===== src/rtl/cache_axi_bridge.sv =====
// cache_axi_bridge: cache miss interface to AXI4 master bridge (optional macro BRIDGE_RD_BYPASS_EN)
module cache_axi_bridge #(
    parameter logic [3:0] RD_ID = 4'd0,
    parameter logic [3:0] WR_ID = 4'd1,
    parameter int         WIDTH = 16
) (
    input  logic               clk,
    input  logic               resetn,
    input  logic               rd_req,
    input  logic [2:0]         rd_type,
    input  logic [31:0]        rd_addr,
    output logic               rd_rdy,
    output logic               ret_valid,
    output logic               ret_last,
    output logic [31:0]        ret_data,
    input  logic               wr_req,
    input  logic [2:0]         wr_type,
    input  logic [31:0]        wr_addr,
    input  logic [3:0]         wr_wstrb,
    input  logic [WIDTH*8-1:0] wr_data,
    output logic               wr_rdy,
    output logic [3:0]         arid,
    output logic [31:0]        araddr,
    output logic [7:0]         arlen,
    output logic [2:0]         arsize,
    output logic [1:0]         arburst,
    output logic               arvalid,
    input  logic               arready,
    input  logic [3:0]         rid,
    input  logic [31:0]        rdata,
    input  logic [1:0]         rresp,
    input  logic               rlast,
    input  logic               rvalid,
    output logic               rready,
    output logic [3:0]         awid,
    output logic [31:0]        awaddr,
    output logic [7:0]         awlen,
    output logic [2:0]         awsize,
    output logic [1:0]         awburst,
    output logic               awvalid,
    input  logic               awready,
    output logic [31:0]        wdata,
    output logic [3:0]         wstrb,
    output logic               wlast,
    output logic               wvalid,
    input  logic               wready,
    input  logic [3:0]         bid,
    input  logic [1:0]         bresp,
    input  logic               bvalid,
    output logic               bready
);
    localparam int         BEATS    = WIDTH / 4;
    localparam int         CW       = BEATS > 1 ? $clog2(BEATS) : 1;
    localparam logic [7:0] LINE_LEN = 8'(BEATS - 1);

    typedef enum logic [1:0] {R_IDLE, R_AR, R_DATA} r_state_t;
    typedef enum logic [1:0] {W_IDLE, W_SEND, W_RESP} w_state_t;

    function automatic logic [7:0] len_of(input logic [2:0] t);
        return t[2] ? LINE_LEN : 8'd0;
    endfunction

    function automatic logic [2:0] size_of(input logic [2:0] t);
        return (t[2] || t[1]) ? 3'd2 : (t[0] ? 3'd1 : 3'd0);
    endfunction

    r_state_t                  r_state_q;
    logic [31:0]               raddr_q;
    logic [2:0]                rtype_q;
    logic                      arvalid_q;

    w_state_t                  w_state_q;
    logic [31:0]               waddr_q;
    logic [2:0]                wtype_q;
    logic [3:0]                wstrb_q;
    logic [BEATS-1:0][31:0]    wbuf_q;
    logic [CW-1:0]             cnt_q;
    logic                      awvalid_q;
    logic                      wvalid_q;

    logic                      w_busy;
    logic                      rd_hz;
    logic                      ar_hz;
    logic                      acc_hz;
    logic                      aw_fin;
    logic                      w_fin;
    logic                      unused_ok;

    assign w_busy = w_state_q != W_IDLE;

`ifdef BRIDGE_RD_BYPASS_EN
    // Only a read that hits the line being written must wait for the write response.
    assign rd_hz  = w_busy && rd_addr[31:4] == waddr_q[31:4];
    assign ar_hz  = w_busy && raddr_q[31:4] == waddr_q[31:4];
    assign acc_hz = rd_addr[31:4] == wr_addr[31:4];
`else
    // Any pending write blocks reads, giving strict write-before-read ordering.
    assign rd_hz  = w_busy;
    assign ar_hz  = w_busy;
    assign acc_hz = 1'b1;
`endif

    assign rd_rdy    = resetn && r_state_q == R_IDLE && !rd_hz;
    assign ret_valid = resetn && r_state_q == R_DATA && rvalid;
    assign ret_last  = ret_valid && rlast;
    assign ret_data  = rdata;
    assign rready    = r_state_q == R_DATA;

    assign arid    = RD_ID;
    assign araddr  = raddr_q;
    assign arlen   = len_of(rtype_q);
    assign arsize  = size_of(rtype_q);
    assign arburst = 2'b01;
    assign arvalid = arvalid_q;

    assign wr_rdy  = resetn && w_state_q == W_IDLE;
    assign awid    = WR_ID;
    assign awaddr  = waddr_q;
    assign awlen   = len_of(wtype_q);
    assign awsize  = size_of(wtype_q);
    assign awburst = 2'b01;
    assign awvalid = awvalid_q;
    assign wdata   = wbuf_q[cnt_q];
    assign wstrb   = wtype_q[2] ? 4'hf : wstrb_q;
    assign wlast   = 8'(cnt_q) == awlen;
    assign wvalid  = wvalid_q;
    assign bready  = w_state_q == W_RESP;

    assign aw_fin = !awvalid_q || awready;
    assign w_fin  = !wvalid_q || (wready && wlast);

    assign unused_ok = ^{rid, rresp, bid, bresp};

    // Read FSM: latch request, issue AR once no hazard remains, pass R beats straight through.
    always_ff @(posedge clk) begin
        if (!resetn) begin
            r_state_q <= R_IDLE;
            raddr_q   <= '0;
            rtype_q   <= '0;
            arvalid_q <= 1'b0;
        end else begin
            case (r_state_q)
                R_IDLE: if (rd_req && rd_rdy) begin
                    raddr_q   <= rd_addr;
                    rtype_q   <= rd_type;
                    arvalid_q <= !(wr_req && wr_rdy && acc_hz);
                    r_state_q <= R_AR;
                end
                R_AR: if (arvalid_q && arready) begin
                    arvalid_q <= 1'b0;
                    r_state_q <= R_DATA;
                end else if (!ar_hz) arvalid_q <= 1'b1;
                R_DATA: if (rvalid && rlast) r_state_q <= R_IDLE;
                default: r_state_q <= R_IDLE;
            endcase
        end
    end

    // Write FSM: buffer the request, run AW and W independently, then wait for B.
    always_ff @(posedge clk) begin
        if (!resetn) begin
            w_state_q <= W_IDLE;
            waddr_q   <= '0;
            wtype_q   <= '0;
            wstrb_q   <= '0;
            wbuf_q    <= '0;
            cnt_q     <= '0;
            awvalid_q <= 1'b0;
            wvalid_q  <= 1'b0;
        end else begin
            case (w_state_q)
                W_IDLE: if (wr_req && wr_rdy) begin
                    waddr_q   <= wr_addr;
                    wtype_q   <= wr_type;
                    wstrb_q   <= wr_wstrb;
                    wbuf_q    <= wr_data;
                    cnt_q     <= '0;
                    awvalid_q <= 1'b1;
                    wvalid_q  <= 1'b1;
                    w_state_q <= W_SEND;
                end
                W_SEND: begin
                    if (awready) awvalid_q <= 1'b0;
                    if (wvalid_q && wready) begin
                        if (wlast) wvalid_q <= 1'b0;
                        else cnt_q <= cnt_q + 1'b1;
                    end
                    if (aw_fin && w_fin) w_state_q <= W_RESP;
                end
                W_RESP: if (bvalid) w_state_q <= W_IDLE;
                default: w_state_q <= W_IDLE;
            endcase
        end
    end
endmodule


===== config.mk =====
export PLATFORM = sky130hd
export DESIGN_NAME = cache_axi_bridge
export DESIGN_NICKNAME = d
export VERILOG_FILES = /design/src/rtl/cache_axi_bridge.sv
export SDC_FILE = /design/constraint.sdc
export NUM_CORES = 1
export LEC_CHECK = 0
export BUFFER_PORTS_ARGS = -buffer_cell sky130_fd_sc_hd__buf_2
export CAP_MARGIN = 5
export CORE_AREA = 8 8 160 162
export CTS_BUF_LIST = sky130_fd_sc_hd__clkbuf_4
export DETAILED_ROUTE_END_ITERATION = 8
export DIE_AREA = 0 0 168 170
export PLACE_DENSITY_LB_ADDON = 0.2
export SLEW_MARGIN = 20
export SYNTH_ARGS = -nofsm -noshare
export SYNTH_HDL_FRONTEND = slang
export SYNTH_SLANG_ARGS = --single-unit

===== constraint.sdc =====
create_clock -name clk -period 4.3 [get_ports clk]
set_input_delay 0.86 -clock clk [delete_from_list [all_inputs] [get_ports clk]]
set_output_delay 0.86 -clock clk [all_outputs]
set_load 0.03 [all_outputs]

==> summary.txt, run 1 <==
Global routing
  – Pin count of the biggest net entering global routing: 99
  – Sum of overflow across all layers after global routing: 0
  – Number of antenna violations at the first check in global routing: 8
  – Global Route Usage Sum: 18.3%
  – Number of global-route vias before repair: 8078
  – Wire length of the first global-routing pass: 42.5 mm

Setup path
  – FF-to-FF setup slack: 2.20 ns
  – Setup CP Type: reg2out
  – Type of destination of the critical path: primary output
  – R2r endpoint: cnt_q[0]$_SDFFE_PN0P_
  – FF-to-FF path depth: 4
  – Maximum single-stage delay on the critical path: 0.95 ns
  – Data required time at the worst endpoint: 3.44 ns
  – Signal arrival time at the worst endpoint: 2.64 ns
  – Master of the slowest instance on the critical path: sky130_fd_sc_hd__dfxtp_2
  – List of cells traversed by the critical path: buf_4, mux4_2, buf_2
  – Critical path peak fanout: 31
  – Startpoint Class: flip-flop
  – Critical Path Source: cnt_q[1]$_SDFFE_PN0P_
  – Reg-to-Reg Start: cnt_q[0]$_SDFFE_PN0P_

Pwr
  – Switching share of power: 30.4%
  – Leakage power summed over all cells: 5.67 nW
  – Internal power: 3.37 mW
  – Final total power: 4.84 mW
  – Maximum vdd drop: 0.000184 V
  – Switching power of the nets: 1.47 mW
  – Share of total power in sequential cells: 46.4%
  – Clock network power share: 35.4%
  – Logic gate share of total power: 18.2%
  – Power Density: 439 mW/mm2

Place
  – Port bufs: 329
  – Placer's final routability congestion estimate: 0.790
  – Cell total after placement: 1572
  – HPWL after DPL: 19.3 mm

Synth
  – Share of flip-flops with an asynchronous set or reset after synthesis: 0%
  – Yosys reg bits: 211
  – Post-synthesis sequential area ratio: 47.5%
  – Mapped Cells: 1060
  – Mapped Area: 0.00890 mm2
  – Synthesized area per cell: 8.39 um2
  – Number of enable flip-flop cells after synthesis: 0
  – Flip-flop cell with the highest count after synthesis: sky130_fd_sc_hd__dfxtp_1
  – Warnings, synthesis: 0
  – Count of cell types in the netlist: 45

Cells and area
  – Most common cell after layout, fill and taps aside: sky130_fd_sc_hd__nand2_1
  – Area of all sequential standard cells: 0.00423 mm2
  – Final Instance Count excl. Fillers: 1672
  – Share of final-layout standard cells stronger than drive strength 1: 34.7%
  – Leading cell types in the layout, fill and taps excluded: sky130_fd_sc_hd__nand2_1 (384), sky130_fd_sc_hd__buf_2 (328), sky130_fd_sc_hd__dfxtp_1 (209)
  – Area growth, synth to finish: 23.8%
  – Final #Nets: 1596
  – Fill count: 2397
  – Multi-input combinational cell area: 0.00389 mm2

Outcome
  – Result of the run: finished clean

Clock tree
  – Hold bufs inserted after CTS: 0
  – Clock tree from TritonCTS: done
  – Root Buffer Master: sky130_fd_sc_hd__clkbuf_4
  – Setup bufs post-CTS: 0
  – Clock slew at the register clock pins of the worst setup and hold paths: 0.07 ns
  – Total CTS buffers: 56
  – Num Clock Sinks: 211
  – Clock insertion delay at the later pin of the skew report: 0.64 ns
  – Maximum buffer depth of the clock tree: 3
  – Total of cells resized after clock tree synthesis: 0
  – Number of H-tree branching levels: 2

Timing
  – Final number of hold-violating endpoints: 0
  – Ratio of final minimum period to clock period: 81.3%
  – Unrepaired setup endpoints after global routing: no
  – Clock skew after layout: 0.0302 ns
  – Measured slew at the worst slew-check pin: 0.985 ns
  – Shortest period the worst path allows: 3.50 ns
  – Setup violators final: 0
  – FMAX: 0.286 GHz
  – Minimum hold slack: 0.398 ns
  – Relative slew margins: 34.3%
  – Final Max Slew Viols: 0
  – Setup_tns: 0 ns

Die
  – Die outline width: 168 um
  – I/O pin cnt: 432
  – Initial standard-cell utilization of the core: 38.6%
  – Area of the placeable core: 0.0231 mm2
  – Count of standard-cell rows: 56
  – Chip Height: 170 um
  – Die Footprint: 0.0286 mm2

Drt
  – Antenna Nets Post-Route: 0
  – Drt first pass iters: 5
  – Post-DR wirelength/cell: 16.4 um
  – Via density: 4.83
  – Via Count: 8075
  – Wire length after detailed routing: 27.4 mm
  – DRC marker count from the first detailed-route iteration: 531
  – Residual DRC: 0

Worst hold path
  – Worst hold path cell count: 3
  – Hold worst-path end: wbuf_q[79]$_SDFFE_PN0P_
  – Class of the most critical hold timing path: in2reg
  – Hold path startpoint: wr_data[79]

Job
  – Max-cap violations: 0
area by class of cell:
cell class                      instances  area share, %
Timing Repair Buffer                  344           16.4
Clock buffer                           89           6.06
Multi-Input combinational cell        720           35.3
Tap cell                              290           3.29
Antenna cell                            3         0.0681
Clock inverter                          8          0.273
Sequential cell                       211           38.4
Inverter                                7          0.238
power by group through the flow:
| stage | clock, mW | sequential, mW | combinational [mW] |
|---|---|---|---|
| 3_3_place_gp | 0 | 2.28 | 0.883 |
| 4_1_cts | 1.78 | 2.24 | 0.892 |
| 6_report | 1.71 | 2.24 | 0.879 |
| 2_1_floorplan | 0 | 2.37 | 0.567 |
| 5_1_grt | 1.90 | 2.27 | 0.962 |
| 3_5_place_dp | 0 | 2.28 | 0.889 |
worst max-delay path, delay by kind of cell, from the launching register on:
kind	cells	cell delay, ns
flops	1	0.95
buf+inv	2	0.51
mux	1	0.50
registers in the layout (all words and copies together), names as in the netlist:
signal and count:
r_state_q 2, wvalid 1, wtype_q 3, awaddr 32, cnt_q 2, rtype_q 3
araddr 32, arvalid 1, w_state_q 2, wbuf_q 128, awvalid 1, wstrb_q 4
routing by layer:
metal  track usage [%]  share of wire (%)  vias to the layer above
li1                  -                  -                     4039
met3              5.82                7.9                       53
met2              29.7                 47                      304
met5                 0               0.16                        -
met4              6.87                2.1                        8
met1              22.4                 42                     3671
synth_stat cells (2+ instances only):
cell / n / share of area [%]
sky130_fd_sc_hd__buf_2: 18 / 1.0
sky130_fd_sc_hd__conb_1: 2 / 0.084
sky130_fd_sc_hd__mux2i_1: 13 / 1.5
sky130_fd_sc_hd__and3_1: 2 / 0.14
sky130_fd_sc_hd__inv_1: 7 / 0.30
sky130_fd_sc_hd__or2_2: 6 / 0.42
sky130_fd_sc_hd__nor2b_1: 5 / 0.35
sky130_fd_sc_hd__nand4_1: 24 / 1.7
sky130_fd_sc_hd__o21ai_1: 23 / 1.3
sky130_fd_sc_hd__a21boi_0: 2 / 0.17
sky130_fd_sc_hd__a21oi_1: 2 / 0.11
sky130_fd_sc_hd__nand3b_1: 2 / 0.17
sky130_fd_sc_hd__o31ai_1: 3 / 0.25
sky130_fd_sc_hd__clkbuf_1: 43 / 1.8
sky130_fd_sc_hd__nor2_1: 4 / 0.17
sky130_fd_sc_hd__buf_1: 5 / 0.21
sky130_fd_sc_hd__nand2_1: 384 / 16
sky130_fd_sc_hd__dfxtp_1: 211 / 47
sky130_fd_sc_hd__mux4_2: 32 / 8.1
sky130_fd_sc_hd__nand4b_1: 2 / 0.20
sky130_fd_sc_hd__buf_4: 79 / 6.7
sky130_fd_sc_hd__nand3_1: 168 / 9.4
worst max-delay path by stage:
stage | to | cells after the start
CTS | wdata[22] | 3
global placement | wdata[22] | 3
finish | wdata[22] | 3
floorplan | rd_rdy | 4
detailed placement | wdata[22] | 3
global route | wdata[22] | 3
cells by family (layout without fill, tap and decap cells):
group                  count (synthesis)  in the layout  synth area share, %
and+or+nand+nor                      606            606                 29.8
DFF                                  211            211                 47.5
other                                  2             29               0.0844
buffers and inverters                153            448                 10.1
muxes                                 45             45                 9.56
AOI/OAI and AO/OA                     43             43                 2.97
per-stage QoR:
step                setup WS [ns]  utilization [%]  instance area (um2)
floorplan                   0.855                -                 8990
global placement             1.41             44.7                10300
detailed placement           1.42             44.7                10300
CTS                         0.682             47.8                11000
global route                0.606             47.8                11000
finish                      0.803             47.8                11000
(Power assumes the default switching activity.)
==> inputs of run 2 (changes only) <==
--- a/config.mk
+++ b/config.mk
@@ -7,10 +7,10 @@
 export LEC_CHECK = 0
 export BUFFER_PORTS_ARGS = -buffer_cell sky130_fd_sc_hd__buf_2
 export CAP_MARGIN = 5
-export CORE_AREA = 8 8 160 162
+export CORE_AREA = 8 8 162 164
 export CTS_BUF_LIST = sky130_fd_sc_hd__clkbuf_4
 export DETAILED_ROUTE_END_ITERATION = 8
-export DIE_AREA = 0 0 168 170
+export DIE_AREA = 0 0 170 172
 export PLACE_DENSITY_LB_ADDON = 0.2
 export SLEW_MARGIN = 20
 export SYNTH_ARGS = -nofsm -noshare
==> constraint.sdc (replaced) <==
create_clock -name clk -period 3.2 [get_ports clk]
set_input_delay 0.64 -clock clk [delete_from_list [all_inputs] [get_ports clk]]
set_output_delay 0.64 -clock clk [all_outputs]
set_load 0.03 [all_outputs]
==> summary.txt, run 2 (synthesized netlist as in run 1, its figures left out) <==
Outcome
  – Result of the run: finished clean (unchanged)

Clock tree
  – Hold bufs inserted after CTS: 0 (unchanged)
  – Setup bufs post-CTS: 0 (unchanged)
  – Clock slew at the register clock pins of the worst setup and hold paths: 0.07 ns (about the same)
  – Clock tree from TritonCTS: done (unchanged)
  – Clock insertion delay at the later pin of the skew report: 0.66 ns (was 0.64 ns)
  – Number of H-tree branching levels: 2 (unchanged)
  – Num Clock Sinks: 211 (unchanged)
  – Root Buffer Master: sky130_fd_sc_hd__clkbuf_4 (unchanged)
  – Total CTS buffers: 57 (was 56)
  – Maximum buffer depth of the clock tree: 3 (unchanged)

Worst hold path
  – Class of the most critical hold timing path: in2reg (unchanged)

Drt
  – Residual DRC: 0 (unchanged)
  – Post-DR wirelength/cell: 16.0 um (was 16.4 um)
  – Wire length after detailed routing: 27.4 mm (about the same)
  – Via Count: 8170 (was 8075)
  – Antenna Nets Post-Route: 0 (unchanged)
  – Via density: 4.77 (was 4.83)
  – Drt first pass iters: 5 (unchanged)
  – DRC marker count from the first detailed-route iteration: 450 (was 531)

Timing
  – Clock skew after layout: 0.0479 ns (was 0.0302 ns)
  – Unrepaired setup endpoints after global routing: no (unchanged)
  – Final Max Slew Viols: 0 (unchanged)
  – Measured slew at the worst slew-check pin: 0.826 ns (was 0.985 ns)
  – Final number of hold-violating endpoints: 0 (unchanged)
  – FMAX: 0.356 GHz
  – Setup_tns: 0 ns (unchanged)
  – Ratio of final minimum period to clock period: 87.7%
  – Shortest period the worst path allows: 2.81 ns
  – Relative slew margins: 44.9% (was 34.3%)
  – Setup violators final: 0 (unchanged)

Cells and area
  – Most common cell after layout, fill and taps aside: sky130_fd_sc_hd__nand2_1 (unchanged)
  – Final design area excluding fillers: 0.0112 mm2 (was 0.0110 mm2)
  – Leading cell types in the layout, fill and taps excluded: sky130_fd_sc_hd__nand2_1 (384), sky130_fd_sc_hd__buf_2 (328), sky130_fd_sc_hd__dfxtp_1 (209) (unchanged)
  – Area growth, synth to finish: 25.7% (was 23.8%)
  – Register with the highest flop count: wbuf_q (unchanged)
  – Final #Nets: 1597 (was 1596)
  – Max reg flops: 128 (unchanged)
  – Final Instance Count excl. Fillers: 1712 (was 1672)
  – Share of final-layout standard cells stronger than drive strength 1: 35.0% (was 34.7%)

Setup path
  – End point of the critical path: wdata[19] (was wdata[22])
  – FF-to-FF path depth: 4 (unchanged)
  – Setup CP Type: reg2out (unchanged)
  – Type of destination of the critical path: primary output (unchanged)
  – Startpoint Class: flip-flop (unchanged)
  – Reg-to-Reg Start: w_state_q[1]$_SDFFE_PN0P_ (was cnt_q[0]$_SDFFE_PN0P_)
  – Data required time at the worst endpoint: 2.56 ns (was 3.44 ns)
  – R2r endpoint: araddr[30]$_SDFFE_PN0P_ (was cnt_q[0]$_SDFFE_PN0P_)
  – Critical Path Source: cnt_q[1]$_SDFFE_PN0P_ (unchanged)
  – FF-to-FF setup slack: 1.29 ns (was 2.20 ns)
  – Signal arrival time at the worst endpoint: 2.17 ns (was 2.64 ns)
  – Critical path peak fanout: 28 (was 31)

Pwr
  – Maximum vdd drop: 0.000289 V (was 0.000184 V)
  – Power Density: 599 mW/mm2 (was 439 mW/mm2)
  – Leakage power summed over all cells: 5.72 nW (was 5.67 nW)

Die
  – Chip Height: 172 um (was 170 um)
  – Die outline width: 170 um (was 168 um)
  – Area of the placeable core: 0.0238 mm2 (was 0.0231 mm2)
  – Count of standard-cell rows: 57 (was 56)
  – Initial standard-cell utilization of the core: 37.4% (was 38.6%)
  – I/O pin cnt: 432 (unchanged)
  – Die Footprint: 0.0292 mm2 (was 0.0286 mm2)

Global routing
  – Global Route Usage Sum: 17.9% (was 18.3%)
  – Number of antenna violations at the first check in global routing: 9 (was 8)
  – Sum of overflow across all layers after global routing: 0 (unchanged)
  – Wire length of the first global-routing pass: 42.2 mm (was 42.5 mm)
  – Pin count of the biggest net entering global routing: 159 (was 99)
  – Number of global-route vias before repair: 8062 (was 8078)

Place
  – Cell total after placement: 1606 (was 1572)
  – Placer's final routability congestion estimate: 0.835 (was 0.790)
  – Port bufs: 329 (unchanged)
  – Placed Instance Area: 0.0104 mm2 (was 0.0103 mm2)
  – HPWL after DPL: 18.9 mm (was 19.3 mm)

Job
  – Max-cap violations: 0 (unchanged)
==> run 2: final cells by class <==
class	count	area [um2]
tap	324	405
antenna	4	10.0
fill	2486	12600
inverter	7	26.3
multi-input combinational	720	3890
sequential	211	4230
clock inverter	6	50.0
clock buffer	96	721
timing repair buffer	344	1850
==> run 2: how the worst min path moves through the flow <==
stage	from	to	slack (ns)	cells after the start
after CTS	wr_addr[9]	awaddr[9]$_SDFFE_PN0P_	0.08	3
after global placement	araddr[21]$_SDFFE_PN0P_	araddr[21]$_SDFFE_PN0P_	0.43	2
after global routing	wr_addr[7]	awaddr[7]$_SDFFE_PN0P_	0.09	3
after detailed placement	araddr[6]$_SDFFE_PN0P_	araddr[6]$_SDFFE_PN0P_	0.44	2
final	wr_type[1]	wtype_q[1]$_SDFFE_PN0P_	0.16	3
after floorplan	wstrb_q[0]$_SDFFE_PN0P_	wstrb_q[0]$_SDFFE_PN0P_	0.43	2
==> run 2: repair_timing <==
item,CTS,global route
endpoints found under the setup margin,2,0
resized for setup,1,0
hold endpoints to repair,0,0
==> run 2: report_power, final <==
part | internal (mW) | total, mW | switching (mW)
Combinational | 0.411 | 1.19 | 0.776
Clock | 1.41 | 2.50 | 1.09
Sequential | 2.88 | 3.01 | 0.135
==> run 2: per-layer routing <==
layer / share of wire (%) / track usage (%)
met5: 0.20 / 0
met4: 1.9 / 6.06
met3: 8.9 / 6.10
met2: 48 / 29.2
met1: 41 / 21.8
==> run 2: through the flow <==
step	util (%)	hold WS, ns	setup slack (ns)	power [mW]
floorplan	-	0.429	0.195	3.95
global placement	43.7	0.433	0.692	4.25
detailed placement	43.7	0.440	0.705	4.27
CTS	46.9	0.0843	0.292	6.82
global route	47.0	0.0930	0.223	7.10
finish	47.0	0.159	0.393	6.70
==> run 2: critical path, cell delays in order (launching register included) <==
cell	delay, ns
sky130_fd_sc_hd__dfxtp_4	0.69
sky130_fd_sc_hd__buf_4	0.27
sky130_fd_sc_hd__mux4_2	0.33
sky130_fd_sc_hd__buf_2	0.20
==> inputs of run 3 (changes only) <==
--- a/config.mk
+++ b/config.mk
@@ -7,10 +7,10 @@
 export LEC_CHECK = 0
 export BUFFER_PORTS_ARGS = -buffer_cell sky130_fd_sc_hd__buf_2
 export CAP_MARGIN = 5
-export CORE_AREA = 8 8 162 164
+export CORE_AREA = 8 8 163 165
 export CTS_BUF_LIST = sky130_fd_sc_hd__clkbuf_4
 export DETAILED_ROUTE_END_ITERATION = 8
-export DIE_AREA = 0 0 170 172
+export DIE_AREA = 0 0 171 173
 export PLACE_DENSITY_LB_ADDON = 0.2
 export SLEW_MARGIN = 20
 export SYNTH_ARGS = -nofsm -noshare
==> constraint.sdc (replaced) <==
create_clock -name clk -period 2.96 [get_ports clk]
set_input_delay 0.592 -clock clk [delete_from_list [all_inputs] [get_ports clk]]
set_output_delay 0.592 -clock clk [all_outputs]
set_load 0.03 [all_outputs]
==> summary.txt, run 3 (synthesized netlist as in run 1, its figures left out) <==
Outcome
  – Result of the run: finished clean (unchanged)

Die
  – Chip Height: 173 um (was 172 um)
  – Area of the placeable core: 0.0240 mm2 (was 0.0238 mm2)
  – Die Footprint: 0.0296 mm2 (was 0.0292 mm2)
  – Count of standard-cell rows: 57 (unchanged)
  – Die outline width: 171 um (was 170 um)
  – I/O pin cnt: 432 (unchanged)
  – Initial standard-cell utilization of the core: 37.1% (was 37.4%)

Setup path
  – Buffers & Inverters on Critical Path: 2 (unchanged)
  – Kind of cell adding the most delay to the critical path: flip-flops (unchanged)
  – List of cells traversed by the critical path: buf_4, mux4_2, buf_2 (unchanged)
  – Startpoint Class: flip-flop (unchanged)
  – Data required time at the worst endpoint: 2.37 ns (was 2.56 ns)
  – Reg-to-Reg Start: w_state_q[0]$_SDFFE_PN0P_ (was w_state_q[1]$_SDFFE_PN0P_)
  – Setup CP Type: reg2out (unchanged)
  – FF-to-FF setup slack: 1.05 ns (was 1.29 ns)
  – FF-to-FF path depth: 4 (unchanged)
  – Maximum single-stage delay on the critical path: 0.53 ns (was 0.69 ns)
  – R2r endpoint: wbuf_q[22]$_SDFFE_PN0P_ (was araddr[30]$_SDFFE_PN0P_)
  – Signal arrival time at the worst endpoint: 2.19 ns (was 2.17 ns)
  – Critical path peak fanout: 15 (was 28)
  – Master of the slowest instance on the critical path: sky130_fd_sc_hd__dfxtp_4 (unchanged)
  – Type of destination of the critical path: primary output (unchanged)

Cells and area
  – Max reg flops: 128 (unchanged)
  – Register with the highest flop count: wbuf_q (unchanged)
  – Final cell utilization of the core: 46.4% (was 47.0%)
  – Final design area excluding fillers: 0.0111 mm2 (was 0.0112 mm2)
  – Most common cell after layout, fill and taps aside: sky130_fd_sc_hd__nand2_1 (unchanged)
  – Fill count: 2535 (was 2486)
  – Final #Nets: 1597 (unchanged)
  – Area growth, synth to finish: 25.0% (was 25.7%)
  – Leading cell types in the layout, fill and taps excluded: sky130_fd_sc_hd__nand2_1 (384), sky130_fd_sc_hd__buf_2 (327), sky130_fd_sc_hd__dfxtp_1 (209) (was sky130_fd_sc_hd__nand2_1 (384), sky130_fd_sc_hd__buf_2 (328), sky130_fd_sc_hd__dfxtp_1 (209))
  – Share of final-layout standard cells stronger than drive strength 1: 34.5% (was 35.0%)

Clock tree
  – Clock tree from TritonCTS: done (unchanged)
  – Maximum buffer depth of the clock tree: 3 (unchanged)
  – Setup bufs post-CTS: 0 (unchanged)
  – Hold bufs inserted after CTS: 0 (unchanged)
  – Number of H-tree branching levels: 2 (unchanged)
  – Clock slew at the register clock pins of the worst setup and hold paths: 0.06 ns (was 0.07 ns)
  – Total CTS buffers: 56 (was 57)
  – Root Buffer Master: sky130_fd_sc_hd__clkbuf_4 (unchanged)
  – Num Clock Sinks: 211 (unchanged)
  – Clock insertion delay at the later pin of the skew report: 0.65 ns (was 0.66 ns)

Drt
  – Antenna Nets Post-Route: 0 (unchanged)
  – Via Count: 8072 (was 8170)
  – Wire length after detailed routing: 27.8 mm (was 27.4 mm)
  – Via density: 4.73 (was 4.77)
  – DRC marker count from the first detailed-route iteration: 414 (was 450)
  – Residual DRC: 0 (unchanged)
  – Drt first pass iters: 4 (was 5)
  – Post-DR wirelength/cell: 16.3 um (was 16.0 um)

Timing
  – Shortest period the worst path allows: 2.78 ns
  – Ratio of final minimum period to clock period: 94.0%
  – Final number of hold-violating endpoints: 0 (unchanged)
  – Measured slew at the worst slew-check pin: 0.816 ns (was 0.826 ns)
  – Clock skew after layout: 0.0217 ns (was 0.0479 ns)
  – Relative slew margins: 45.6% (was 44.9%)
  – Setup_tns: 0 ns (unchanged)
  – Unrepaired setup endpoints after global routing: no (unchanged)
  – Final Max Slew Viols: 0 (unchanged)
  – FMAX: 0.359 GHz
  – Setup violators final: 0 (unchanged)

Global routing
  – Number of antenna violations at the first check in global routing: 7 (was 9)
  – Number of global-route vias before repair: 7979 (was 8062)
  – Wire length of the first global-routing pass: 42.9 mm (was 42.2 mm)
  – Global Route Usage Sum: 17.9% (about the same)
  – Pin count of the biggest net entering global routing: 104 (was 159)
  – Sum of overflow across all layers after global routing: 0 (unchanged)

Place
  – Placer's final routability congestion estimate: 0.842 (was 0.835)
  – Placed Instance Area: 0.0104 mm2 (about the same)
  – HPWL after DPL: 19.5 mm (was 18.9 mm)
  – Port bufs: 329 (unchanged)

Worst hold path
  – Hold path startpoint: wr_data[46] (was wr_type[1])
  – Hold worst-path end: wbuf_q[46]$_SDFFE_PN0P_ (was wtype_q[1]$_SDFFE_PN0P_)
  – Class of the most critical hold timing path: in2reg (unchanged)
  – Worst hold path cell count: 3 (unchanged)

Pwr
  – Leakage power summed over all cells: 5.68 nW (was 5.72 nW)
  – Power Density: 630 mW/mm2 (was 599 mW/mm2)
  – Maximum vdd drop: 0.000241 V (was 0.000289 V)

Job
  – Max-cap violations: 0 (unchanged)
## run 3: cell type report
type | instances | area [um2] | share of cell area, %
multi-input combinational | 720 | 3890 | 35.0
clock inverter | 8 | 33.8 | 0.304
tap | 324 | 405 | 3.64
clock buffer | 87 | 653 | 5.87
sequential | 211 | 4230 | 38.0
antenna | 4 | 10.0 | 0.0900
inverter | 7 | 26.3 | 0.236
timing repair buffer | 345 | 1870 | 16.8
## run 3: worst max-delay path by stage
| stage | start | to | slack [ns] | depth (start not counted) |
|---|---|---|---|---|
| 2_1_floorplan | resetn | rd_rdy | 0.05 | 4 |
| 3_3_place_gp | resetn | rd_rdy | 0.60 | 5 |
| 3_5_place_dp | resetn | rd_rdy | 0.59 | 5 |
| 4_1_cts | cnt_q[1]$_SDFFE_PN0P_ | wdata[30] | 0.04 | 3 |
| 5_1_grt | cnt_q[1]$_SDFFE_PN0P_ | wdata[23] | 0.01 | 3 |
| 6_report | cnt_q[1]$_SDFFE_PN0P_ | wdata[23] | 0.18 | 3 |
## run 3: what timing repair did
| action | in CTS | in global routing |
|---|---|---|
| endpoints found under the setup margin | 22 | 5 |
| gates resized for setup | 2 | 2 |
| pin swaps | 0 | 0 |
## run 3: power by group
group	internal (mW)	switching, mW
logic	0.442	0.840
registers	3.11	0.144
clock network	1.32	1.16
total	4.87	2.14
## run 3: through the flow
step	hold WS, ns	cells	total power [mW]	worst slack, ns
detailed placement	0.438	1607	4.61	0.589
floorplan	0.429	1084	4.27	0.0505
global route	0.0450	1705	7.41	0.0111
global placement	0.433	1607	4.59	0.596
finish	0.116	1706	7.01	0.177
CTS	0.0369	1702	7.14	0.0393
## run 3: per-layer routing
metal  vias up  GRT usage (%)  share of wire, %
met5         -              0              0.12
met3        47           5.99               9.6
met4         6           6.16               1.7
met1      3670           21.8                42
li1       4036              -                 -
met2       313           28.9                47
## run 3: worst register-to-register path: cells and delay by family, from the launching register on
kind / cells / cell delay, ns
flip-flops: 1 / 0.46
AND/OR/NAND/NOR: 3 / 0.91
buffers and inverters: 1 / 0.43
